$ cat src/rtl/coreabc_iram_loader_pkg.sv
// Shared types and constants for the CoreABC IRAM boot loader.
// Optional checksum support is selected with IRAM_LOADER_CHECKSUM_EN.
package coreabc_iram_loader_pkg;

  localparam int IRAM_DEPTH = 512;
  localparam int IRAM_DW    = 9;
  localparam int CSUM_W     = 8;

  typedef enum logic [2:0] {
    S_IDLE,
    S_LO,
    S_HI,
    S_WR,
    S_CSUM,
    S_FIN
  } state_t;

endpackage

$ cat src/rtl/coreabc_iram_loader_fsm.sv
// Load sequencer: state register, next-state logic and datapath enables.
// IRAM_LOADER_CHECKSUM_EN inserts the CSUM state after the last word.
module coreabc_iram_loader_fsm
  import coreabc_iram_loader_pkg::*;
(
  input  logic   clk,
  input  logic   rst_n,
  input  logic   start,
  input  logic   abort,
  input  logic   svalid,
  input  logic   last,
  input  logic   csum_ok,
  output state_t state,
  output logic   sready,
  output logic   wenable,
  output logic   busy,
  output logic   done,
  output logic   xfer,
  output logic   start_acc,
  output logic   abort_acc
);

  state_t state_q, state_d;

  always_ff @(posedge clk or negedge rst_n) begin
    if (!rst_n) state_q <= S_IDLE;
    else        state_q <= state_d;
  end

  // Outputs are pure decodes of the registered state, so SREADY never
  // depends combinationally on SVALID and reset drops WENABLE at once.
  assign state     = state_q;
  assign sready    = (state_q == S_LO) || (state_q == S_HI) || (state_q == S_CSUM);
  assign wenable   = (state_q == S_WR);
  assign busy      = (state_q != S_IDLE);
  assign done      = (state_q == S_FIN) && csum_ok;
  assign xfer      = sready && svalid;
  assign start_acc = (state_q == S_IDLE) && start;
  assign abort_acc = abort && (state_q == S_LO || state_q == S_HI ||
                               state_q == S_WR || state_q == S_CSUM);

  always_comb begin
    state_d = state_q;
    case (state_q)
      S_IDLE: if (start) state_d = S_LO;
      S_LO: begin
        if (abort)     state_d = S_IDLE;
        else if (xfer) state_d = S_HI;
      end
      S_HI: begin
        if (abort)     state_d = S_IDLE;
        else if (xfer) state_d = S_WR;
      end
      S_WR: begin
        if (abort)     state_d = S_IDLE;
        else if (last) begin
`ifdef IRAM_LOADER_CHECKSUM_EN
          state_d = S_CSUM;
`else
          state_d = S_FIN;
`endif
        end
        else           state_d = S_LO;
      end
      S_CSUM: begin
        if (abort)     state_d = S_IDLE;
        else if (xfer) state_d = S_FIN;
      end
      S_FIN:   state_d = S_IDLE;
      default: state_d = S_IDLE;
    endcase
  end

endmodule

$ cat src/rtl/coreabc_iram_loader.sv
// CoreABC IRAM boot loader: byte stream -> 9-bit words on the IRAM init port.
// Define IRAM_LOADER_CHECKSUM_EN to require a trailing zero-sum checksum byte.
module coreabc_iram_loader
  import coreabc_iram_loader_pkg::*;
#(
  parameter int DEPTH  = IRAM_DEPTH,
  parameter int AWIDTH = 9
) (
  input  logic               PCLK,
  input  logic               NSYSRESET,
  input  logic               START,
  input  logic [AWIDTH:0]    LENGTH,
  input  logic               ABORT,
  input  logic [7:0]         SDATA,
  input  logic               SVALID,
  output logic               SREADY,
  output logic [AWIDTH-1:0]  INITADDR,
  output logic [IRAM_DW-1:0] INITDATA,
  output logic               WENABLE,
  output logic               BUSY,
  output logic               CPU_HOLD,
  output logic               DONE,
  output logic               ERROR
);

  localparam int            LW      = AWIDTH + 1;
  localparam logic [LW-1:0] DEPTH_L = LW'(DEPTH);

  state_t                state;
  logic                  xfer, start_acc, abort_acc, last, csum_ok, take;
  logic [LW-1:0]         len_q, len_d, len_clamp;
  logic [AWIDTH-1:0]     addr_q, addr_d;
  logic [7:0]            low_q, low_d;
  logic [IRAM_DW-1:0]    data_q, data_d;
  logic                  err_q, err_d, hold_q, hold_d;

  coreabc_iram_loader_fsm u_fsm (
    .clk       (PCLK),
    .rst_n     (NSYSRESET),
    .start     (START),
    .abort     (ABORT),
    .svalid    (SVALID),
    .last      (last),
    .csum_ok   (csum_ok),
    .state     (state),
    .sready    (SREADY),
    .wenable   (WENABLE),
    .busy      (BUSY),
    .done      (DONE),
    .xfer      (xfer),
    .start_acc (start_acc),
    .abort_acc (abort_acc)
  );

  // Zero or oversize requests load the whole RAM, so the address never wraps.
  assign len_clamp = (LENGTH == '0 || LENGTH > DEPTH_L) ? DEPTH_L : LENGTH;
  assign last      = ({1'b0, addr_q} == (len_q - LW'(1)));
  assign take      = xfer && !ABORT;

`ifdef IRAM_LOADER_CHECKSUM_EN
  logic [CSUM_W-1:0] acc_q, acc_d;

  always_comb begin
    acc_d = acc_q;
    if (start_acc) acc_d = '0;
    else if (xfer) acc_d = acc_q + SDATA;
  end

  always_ff @(posedge PCLK or negedge NSYSRESET) begin
    if (!NSYSRESET) acc_q <= '0;
    else            acc_q <= acc_d;
  end

  assign csum_ok = (acc_q == '0);
`else
  logic unused_sdata;
  assign unused_sdata = ^SDATA[7:1];
  assign csum_ok      = 1'b1;
`endif

  always_comb begin
    len_d  = len_q;
    addr_d = addr_q;
    low_d  = low_q;
    data_d = data_q;
    err_d  = err_q;
    hold_d = hold_q;
    if (start_acc) begin
      len_d  = len_clamp;
      addr_d = '0;
      err_d  = 1'b0;
    end
    if (abort_acc) err_d = 1'b1;
    if (state == S_LO && take) low_d = SDATA;
    if (state == S_HI && take) data_d = {SDATA[0], low_q};
    if (state == S_WR && !ABORT && !last) addr_d = addr_q + AWIDTH'(1);
    if (state == S_FIN) begin
      if (csum_ok) hold_d = 1'b0;
      else         err_d  = 1'b1;
    end
  end

  always_ff @(posedge PCLK or negedge NSYSRESET) begin
    if (!NSYSRESET) begin
      len_q  <= '0;
      addr_q <= '0;
      low_q  <= '0;
      data_q <= '0;
      err_q  <= 1'b0;
      hold_q <= 1'b1;
    end else begin
      len_q  <= len_d;
      addr_q <= addr_d;
      low_q  <= low_d;
      data_q <= data_d;
      err_q  <= err_d;
      hold_q <= hold_d;
    end
  end

  assign INITADDR = addr_q;
  assign INITDATA = data_q;
  assign ERROR    = err_q;
  assign CPU_HOLD = hold_q;

endmodule

$ cat config.mk
export PLATFORM = sky130hd
export DESIGN_NAME = coreabc_iram_loader
export DESIGN_NICKNAME = d
export VERILOG_FILES = /design/src/rtl/coreabc_iram_loader_pkg.sv /design/src/rtl/coreabc_iram_loader_fsm.sv /design/src/rtl/coreabc_iram_loader.sv
export SDC_FILE = /design/constraint.sdc
export NUM_CORES = 1
export LEC_CHECK = 0
export CAP_MARGIN = 20
export CORE_MARGIN = 4
export CORE_UTILIZATION = 51
export DETAILED_ROUTE_END_ITERATION = 8
export PLACE_DENSITY = 0.76
export SYNTH_ARGS = -nofsm -noshare
export SYNTH_HDL_FRONTEND = slang
export SYNTH_SLANG_ARGS = --single-unit
$ cat constraint.sdc
create_clock -name PCLK -period 3.4 [get_ports PCLK]
set_clock_uncertainty 0.1 [all_clocks]
set_input_delay 0.34 -clock PCLK [delete_from_list [all_inputs] [get_ports PCLK]]
set_output_delay 0.34 -clock PCLK [all_outputs]
set_load 0.1 [all_outputs]
==> results of run 1 <==
==> Yosys cell counts, types with 4 or more instances <==
library cell  number
o21ai_0           15
mux2_2            18
nand2b_1          10
inv_1              5
nand3_1            8
nor2_1            19
nor3_1             9
and2_1             5
a31o_2             6
clkbuf_1           8
nand2_1           23
dfrtp_1           40
nor2b_1            9
a21oi_1            5
xnor2_1            8
mux2i_1            4
xor2_1             4
==> final timing paths <==
check | from | to | slack (ns) | cells past startpoint
max in group asynchronous | NSYSRESET | len_q[1]$_DFFE_PN0P_ | 2.57 | 1
min in group PCLK | CPU_HOLD$_DFFE_PN1P_ | CPU_HOLD$_DFFE_PN1P_ | 0.39 | 1
min reg2reg | CPU_HOLD$_DFFE_PN1P_ | CPU_HOLD$_DFFE_PN1P_ | 0.39 | 1
max reg2reg | len_q[0]$_DFFE_PN0P_ | u_fsm.state[2]$_DFFE_PN0P_ | 0.57 | 8
max | len_q[0]$_DFFE_PN0P_ | u_fsm.state[2]$_DFFE_PN0P_ | 0.57 | 8
min | NSYSRESET | len_q[0]$_DFFE_PN0P_ | 0.07 | 1
==> per-layer routing <==
metal | up-vias | global-route usage | part of all wire
li1 | 920 | - | -
met1 | 872 | 0.2449 | 0.48
met2 | 34 | 0.2950 | 0.48
met3 | 4 | 0.04673 | 0.034
met4 | 0 | 0.05825 | 0.0094
met5 | - | 0 | 0
==> cells by family after synthesis <==
family	after synthesis
compound gates	43
xor+xnor	12
fa+ha+maj	2
buf+inv	16
flops	41
mux	22
simple gates	99
==> cell type report <==
class	count	area, sq um	area share
clock inverters	3	46.29	0.01609
well taps	52	65.06	0.02261
flip-flops and latches	41	1027	0.3570
multi-input cells	178	1209	0.4200
repair buffers	46	442.9	0.1539
clock buffers	5	68.82	0.02391
inverters	5	18.77	0.006522
==> metrics by stage <==
stage	utilization	instances	worst slack, ns	cell area [sq um]
6_report	0.6609	330	0.5691	2878
3_5_place_dp	0.6345	322	0.6012	2763
2_1_floorplan	-	235	0.1186	2298
3_3_place_gp	0.6345	322	0.6503	2763
5_1_grt	0.6609	330	0.3488	2878
4_1_cts	0.6609	330	0.5612	2878
==> registers in the layout, summed over array words and instances (netlist names) <==
name,flops
u_fsm.state,3
INITADDR,9
len_q,10
low_q,8
INITDATA,9
CPU_HOLD,1
ERROR,1
==> power by group through the flow <==
| stage | clock network [mW] | registers [mW] | logic (mW) |
|---|---|---|---|
| after CTS | 0.408 | 0.707 | 0.902 |
| after global routing | 0.424 | 0.726 | 0.950 |
| after global placement | 0 | 0.708 | 0.890 |
| final | 0.400 | 0.705 | 0.895 |
| after detailed placement | 0 | 0.713 | 0.898 |
| after floorplan | 0 | 1.04 | 0.357 |
==> worst max-delay path: stages, from the launching register on <==
cell	delay (ns)
dfrtp_1	0.44
inv_1	0.07
ha_1	0.25
and2b_1	0.17
or3_1	0.33
a31oi_1	0.25
o2111ai_2	0.22
or4_1	0.53
a2111oi_2	0.37
==> results.md, run 1 <==
- Run status: finished clean
- Max Root-Sink Buffers: 2
- Initial DRC count: 175
- Largest net degree at the start of global routing: 42
- Nets in the synthesized netlist: 260
- Pint: 1.108 mW
- Synthesized area: 2298 sq um
- Number of sinks handled by clock tree synthesis: 41
- Overall fraction of global-route tracks in use: 0.1838
- Fraction of layout cells with a size suffix above 1: 0.1727
- Fraction of the mapped netlist area in simple logic gates: 0.2259
- Switching power summed over all nets: 0.8918 mW
- Starting density of the core: 0.5279
- Boundary Pins: 47
- HP Class: in2async
- Setup fix buffers added after clock tree synthesis: 0
- TritonCTS Buffers: 5
- Compound-gate portion of the synthesized area: 0.1377
- CTS tree: yes
- Area contributors post-synth: dfrtp_1 44%, mux2_2 8.8%, nand2_1 3.8%
- Required time of the critical path: 3.49 ns
- Total Power: 2.000 mW
- Multiplexer share of the synthesized area: 0.1056
- DRC violations left: 0
- Master cell of the clock root buffer: clkbuf_8
- Post-synthesis instance total: 235
- Initial antenna violation count: 0
- Final Hold Slack: 0.06714 ns
- Sum Neg Setup Slack: 0 ns
- Count of port buffers added during placement: 46
- Leading cell types in the layout, fill and taps excluded: 40 x dfrtp_1, 40 x clkdlybuf4s50_1, 23 x nand2_1, 19 x nor2_1, 18 x mux2_2
- Count of cell types in the netlist: 45
- Number of global-route vias before repair: 1695
- Achievable Freq: 353.2 MHz
- Final hold violation count: 0
- Type of origin of the critical path: flop
- CTS-repair resized insts: 0
- Final Slew Violations: 0
- Maximum level of the CTS H-tree: 2
- PwrDens: 694.9 nW/um^2
- Final critical-path share of the clock period: 0.8326
- Maximum fanout along the worst path: 6
- Vertical extent of the die: 75.13 um
- Fillers: 343
- Core Rows: 24
- Xor/xnor share of the synthesized area: 0.04573
- Main combinational cell family by area after synthesis: simple AND/OR/NAND/NOR gates
- Part of the power in registers: 0.353
- Routability Congestion: 0.8250
- Area growth from synthesis to layout: 25.20%
- Per-cell routed wire length: 14.54 um
- Crit. End Element: flop
- Flip-flop cell with the highest count after synthesis: dfrtp_1
- Worst VDD drop: 0.5383 mV
- Share of synthesized area occupied by flip-flops and latches: 0.4469
- Async set or reset register ratio after synthesis: 1.000
- Worst EP arrival: 2.92 ns
- Clock latency of the later-clocked register in the worst-skew pair: 0.30 ns
- Number of hold-repair buffers added at the cts stage: 0
- Share of the synthesized area in the top cell type: 0.4355
- Combinational share of power: 0.447
- Max capacitance violation total: 0
- Number of failing setup endpoints in the final timing report: 0
- Global-route wire length before repair: 7900 um
- Final #Nets: 302
- Number of antenna diodes: 0
- Adder and majority gate portion of the synthesized area: 0.01089
- Die area: 5645 sq um
- Avg Vias per Cell: 5.545
- Via Count: 1830
- Clock transition at the register clock pins on the worst setup and hold paths after CTS: 0.08 ns
- Floorplan core area: 4354 sq um
- Aggregate routed wire length: 4797 um
- Total leakage power: 1.225 nW
- Worst Setup Path Type: reg2reg
- DRT antenna net count: 0
- Register bit total from synthesis: 41
- Dpl hpwl: 3435 um
- Overflow after GRT: 0
- Router iterations before antenna repair: 4
- Average footprint of a synthesized cell: 9.781 sq um
- Sw frac: 0.4460
- Width of the chip: 75.13 um
- Slew headroom: 0.3463
- Shortest clock period the worst path allows after layout: 2.831 ns
- RSZ-0062 raised after global routing: no
- Pin slew with the least headroom to its limit: 0.9776 ns
- Number of flops mapped to enable cells by yosys: 0
- Post-synthesis cell type with the largest combined area: dfrtp_1
- Synth warnings: 0
- Clock network fraction of design power: 0.200
Note: power is estimated with default switching activity, not from simulation.
==> run 2: changes to the inputs <==
==> constraint.sdc (replaced) <==
create_clock -name PCLK -period 2.7 [get_ports PCLK]
set_clock_uncertainty 0.1 [all_clocks]
set_input_delay 0.27 -clock PCLK [delete_from_list [all_inputs] [get_ports PCLK]]
set_output_delay 0.27 -clock PCLK [all_outputs]
set_load 0.1 [all_outputs]
==> run 2 against run 1 <==
Compared with the run above: worst setup slack got worse by 0.47 ns; critical path depth did not move; sequential cell count is the same; clock-buffer cell count grew 2; sequential share of layout area down 0.086 points; sequential power rose by 25%; die area unchanged.
==> results.md, run 2 (synthesized netlist as in run 1, its figures left out) <==
- Run status: finished clean
- Required time of the critical path: 2.79 ns
- Max Root-Sink Buffers: 2
- Cell breakdown of the critical path: inv_1 > ha_1 > and2b_1 > or3_1 > a31oi_2 > o2111ai_2 > or4_4 > a2111oi_4
- Overflow after GRT: 0
- Width of the chip: 75.13 um
- Highest metal used: met4
- Starting density of the core: 0.5279
- Number of sinks handled by clock tree synthesis: 41
- Routability Congestion: 0.8044
- RSZ-0062 raised after global routing: yes
- Detailed-routing wirelength on met1: 2386 um
- Maximum fanout along the worst path: 5
- Largest net degree at the start of global routing: 42
- Sum Neg Setup Slack: 0 ns
- Crit. End Element: flop
- Master cell of the clock root buffer: clkbuf_8
- Top delay family on crit path: simple AND/OR/NAND/NOR gates
- Clock latency of the later-clocked register in the worst-skew pair: 0.29 ns
- Aggregate routed wire length: 5010 um
- Number of failing setup endpoints in the final timing report: 0
- Most common library cell in the layout ignoring fill and taps: dfrtp_1
- Core Rows: 24
- Router iterations before antenna repair: 4
- Max capacitance violation total: 0
- Top reg by flops: len_q
- Max stage delay on crit path: 0.52 ns
- Leading cell types in the layout, fill and taps excluded: 34 x dfrtp_1, 31 x buf_4, 23 x nand2_1, 21 x clkdlybuf4s50_1, 19 x nor2_1
- Count of port buffers added during placement: 46
- CTS tree: yes
- Overall fraction of global-route tracks in use: 0.1854
- Type of origin of the critical path: flop
- Vertical extent of the die: 75.13 um
- Count of buffering cells on the critical path with inverters included: 1
- HP Class: in2async
- Worst EP arrival: 2.70 ns
- Initial antenna violation count: 0
- Maximum level of the CTS H-tree: 2
- Boundary Pins: 47
- Die area: 5645 sq um
- Floorplan core area: 4354 sq um
- Via Count: 1893
- Dpl hpwl: 3711 um
- Flip-flop count of the largest register after layout: 10
- Total leakage power: 1.275 nW
- Shortest clock period the worst path allows after layout: 2.605 ns
- Worst VDD drop: 0.6112 mV
- Pin slew with the least headroom to its limit: 0.8982 ns
- PwrDens: 852.9 nW/um^2
- Global-route wire length before repair: 8038 um
- Initial DRC count: 102
- Final #Nets: 309
- Slowest-stage cell, CP: or4_4
- Fraction of layout cells with a size suffix above 1: 0.2912
- Total Power: 2.484 mW
- Worst Setup Path Type: reg2reg
- Clock transition at the register clock pins on the worst setup and hold paths after CTS: 0.08 ns
- Number of global-route vias before repair: 1705
- DRT antenna net count: 0
- Number of antenna diodes: 0
- Slew headroom: 0.4012
- Per-cell routed wire length: 14.87 um
- Achievable Freq: 383.8 MHz
- Final critical-path share of the clock period: 0.9650
- Final hold violation count: 0
- Avg Vias per Cell: 5.617
- Final Slew Violations: 0
- DRC violations left: 0
- Met3 WL post-DR: 140 um
- TritonCTS Buffers: 5
- Area growth from synthesis to layout: 26.73%
- Number of hold-repair buffers added at the cts stage: 0
- Routed met2 length: 2402 um
## run 2: cell types whose count changed in the layout (fill, tap and decap cells not counted), moves of 5 or more
cell	before	now
buf_4	5	31
dfrtp_2	0	5
dfrtp_1	40	34
clkdlybuf4s50_1	40	21
## run 2: worst paths after layout
| check | startpoint | to | slack [ns] | cells after the start |
|---|---|---|---|---|
| max | len_q[1]$_DFFE_PN0P_ | u_fsm.state[2]$_DFFE_PN0P_ | 0.09 | 8 |
| min | NSYSRESET | len_q[1]$_DFFE_PN0P_ | 0.003 | 1 |
| max reg2reg | len_q[1]$_DFFE_PN0P_ | u_fsm.state[2]$_DFFE_PN0P_ | 0.09 | 8 |
| min reg2reg | CPU_HOLD$_DFFE_PN1P_ | CPU_HOLD$_DFFE_PN1P_ | 0.39 | 1 |
| max in group asynchronous | NSYSRESET | INITADDR[6]$_DFFE_PN0P_ | 1.83 | 1 |
| min in group PCLK | CPU_HOLD$_DFFE_PN1P_ | CPU_HOLD$_DFFE_PN1P_ | 0.39 | 1 |
## run 2: routing by layer
| layer | GRT usage | vias to the layer above |
|---|---|---|
| met4 | 0.05825 | 0 |
| li1 | - | 935 |
| met1 | 0.2667 | 914 |
| met5 | 0 | - |
| met3 | 0.02804 | 9 |
| met2 | 0.2892 | 35 |
## run 2: worst register-to-register path, stage by stage, from the launching register on
cell	delay (ns)
dfrtp_1	0.42
inv_1	0.07
ha_1	0.19
and2b_1	0.15
or3_1	0.35
a31oi_2	0.21
o2111ai_2	0.16
or4_4	0.52
a2111oi_4	0.34
## run 2: stage by stage
stage / area [sq um] / utilization / setup slack, ns / std cells / hold slack, ns
finish: 2913 / 0.6690 / 0.09457 / 337 / 0.003301
detailed placement: 2784 / 0.6394 / 0.06579 / 329 / 0.3515
CTS: 2878 / 0.6609 / 0.05091 / 337 / 0.03759
global placement: 2784 / 0.6394 / 0.1390 / 329 / 0.3502
floorplan: 2317 / - / 0.001807 / 235 / -0.1256
global route: 2913 / 0.6690 / -0.02213 / 337 / 0.08192
## run 2: repair_timing
| action | 4_1_cts | 5_1_grt |
|---|---|---|
| resized for setup | 0 | 6 |
| setup endpoints to repair | 0 | 10 |
| setup buffers | 0 | 0 |
| endpoints found under the hold margin | 0 | 0 |
## run 2: area by class of cell
cell class | count | area [sq um]
fillers | 355 | 1441
multi-input cells | 178 | 1250
flip-flops and latches | 41 | 1037
repair buffers | 53 | 447.9
clock buffers | 7 | 86.33
well taps | 52 | 65.06
inverters | 5 | 18.77
clock inverters | 1 | 7.507
## run 2: report_power, final
group / leakage (nW) / internal, mW / switching (mW) / total (mW)
logic: 0.711 / 0.375 / 0.809 / 1.18
clock network: 0.0445 / 0.208 / 0.210 / 0.418
registers: 0.519 / 0.766 / 0.115 / 0.882
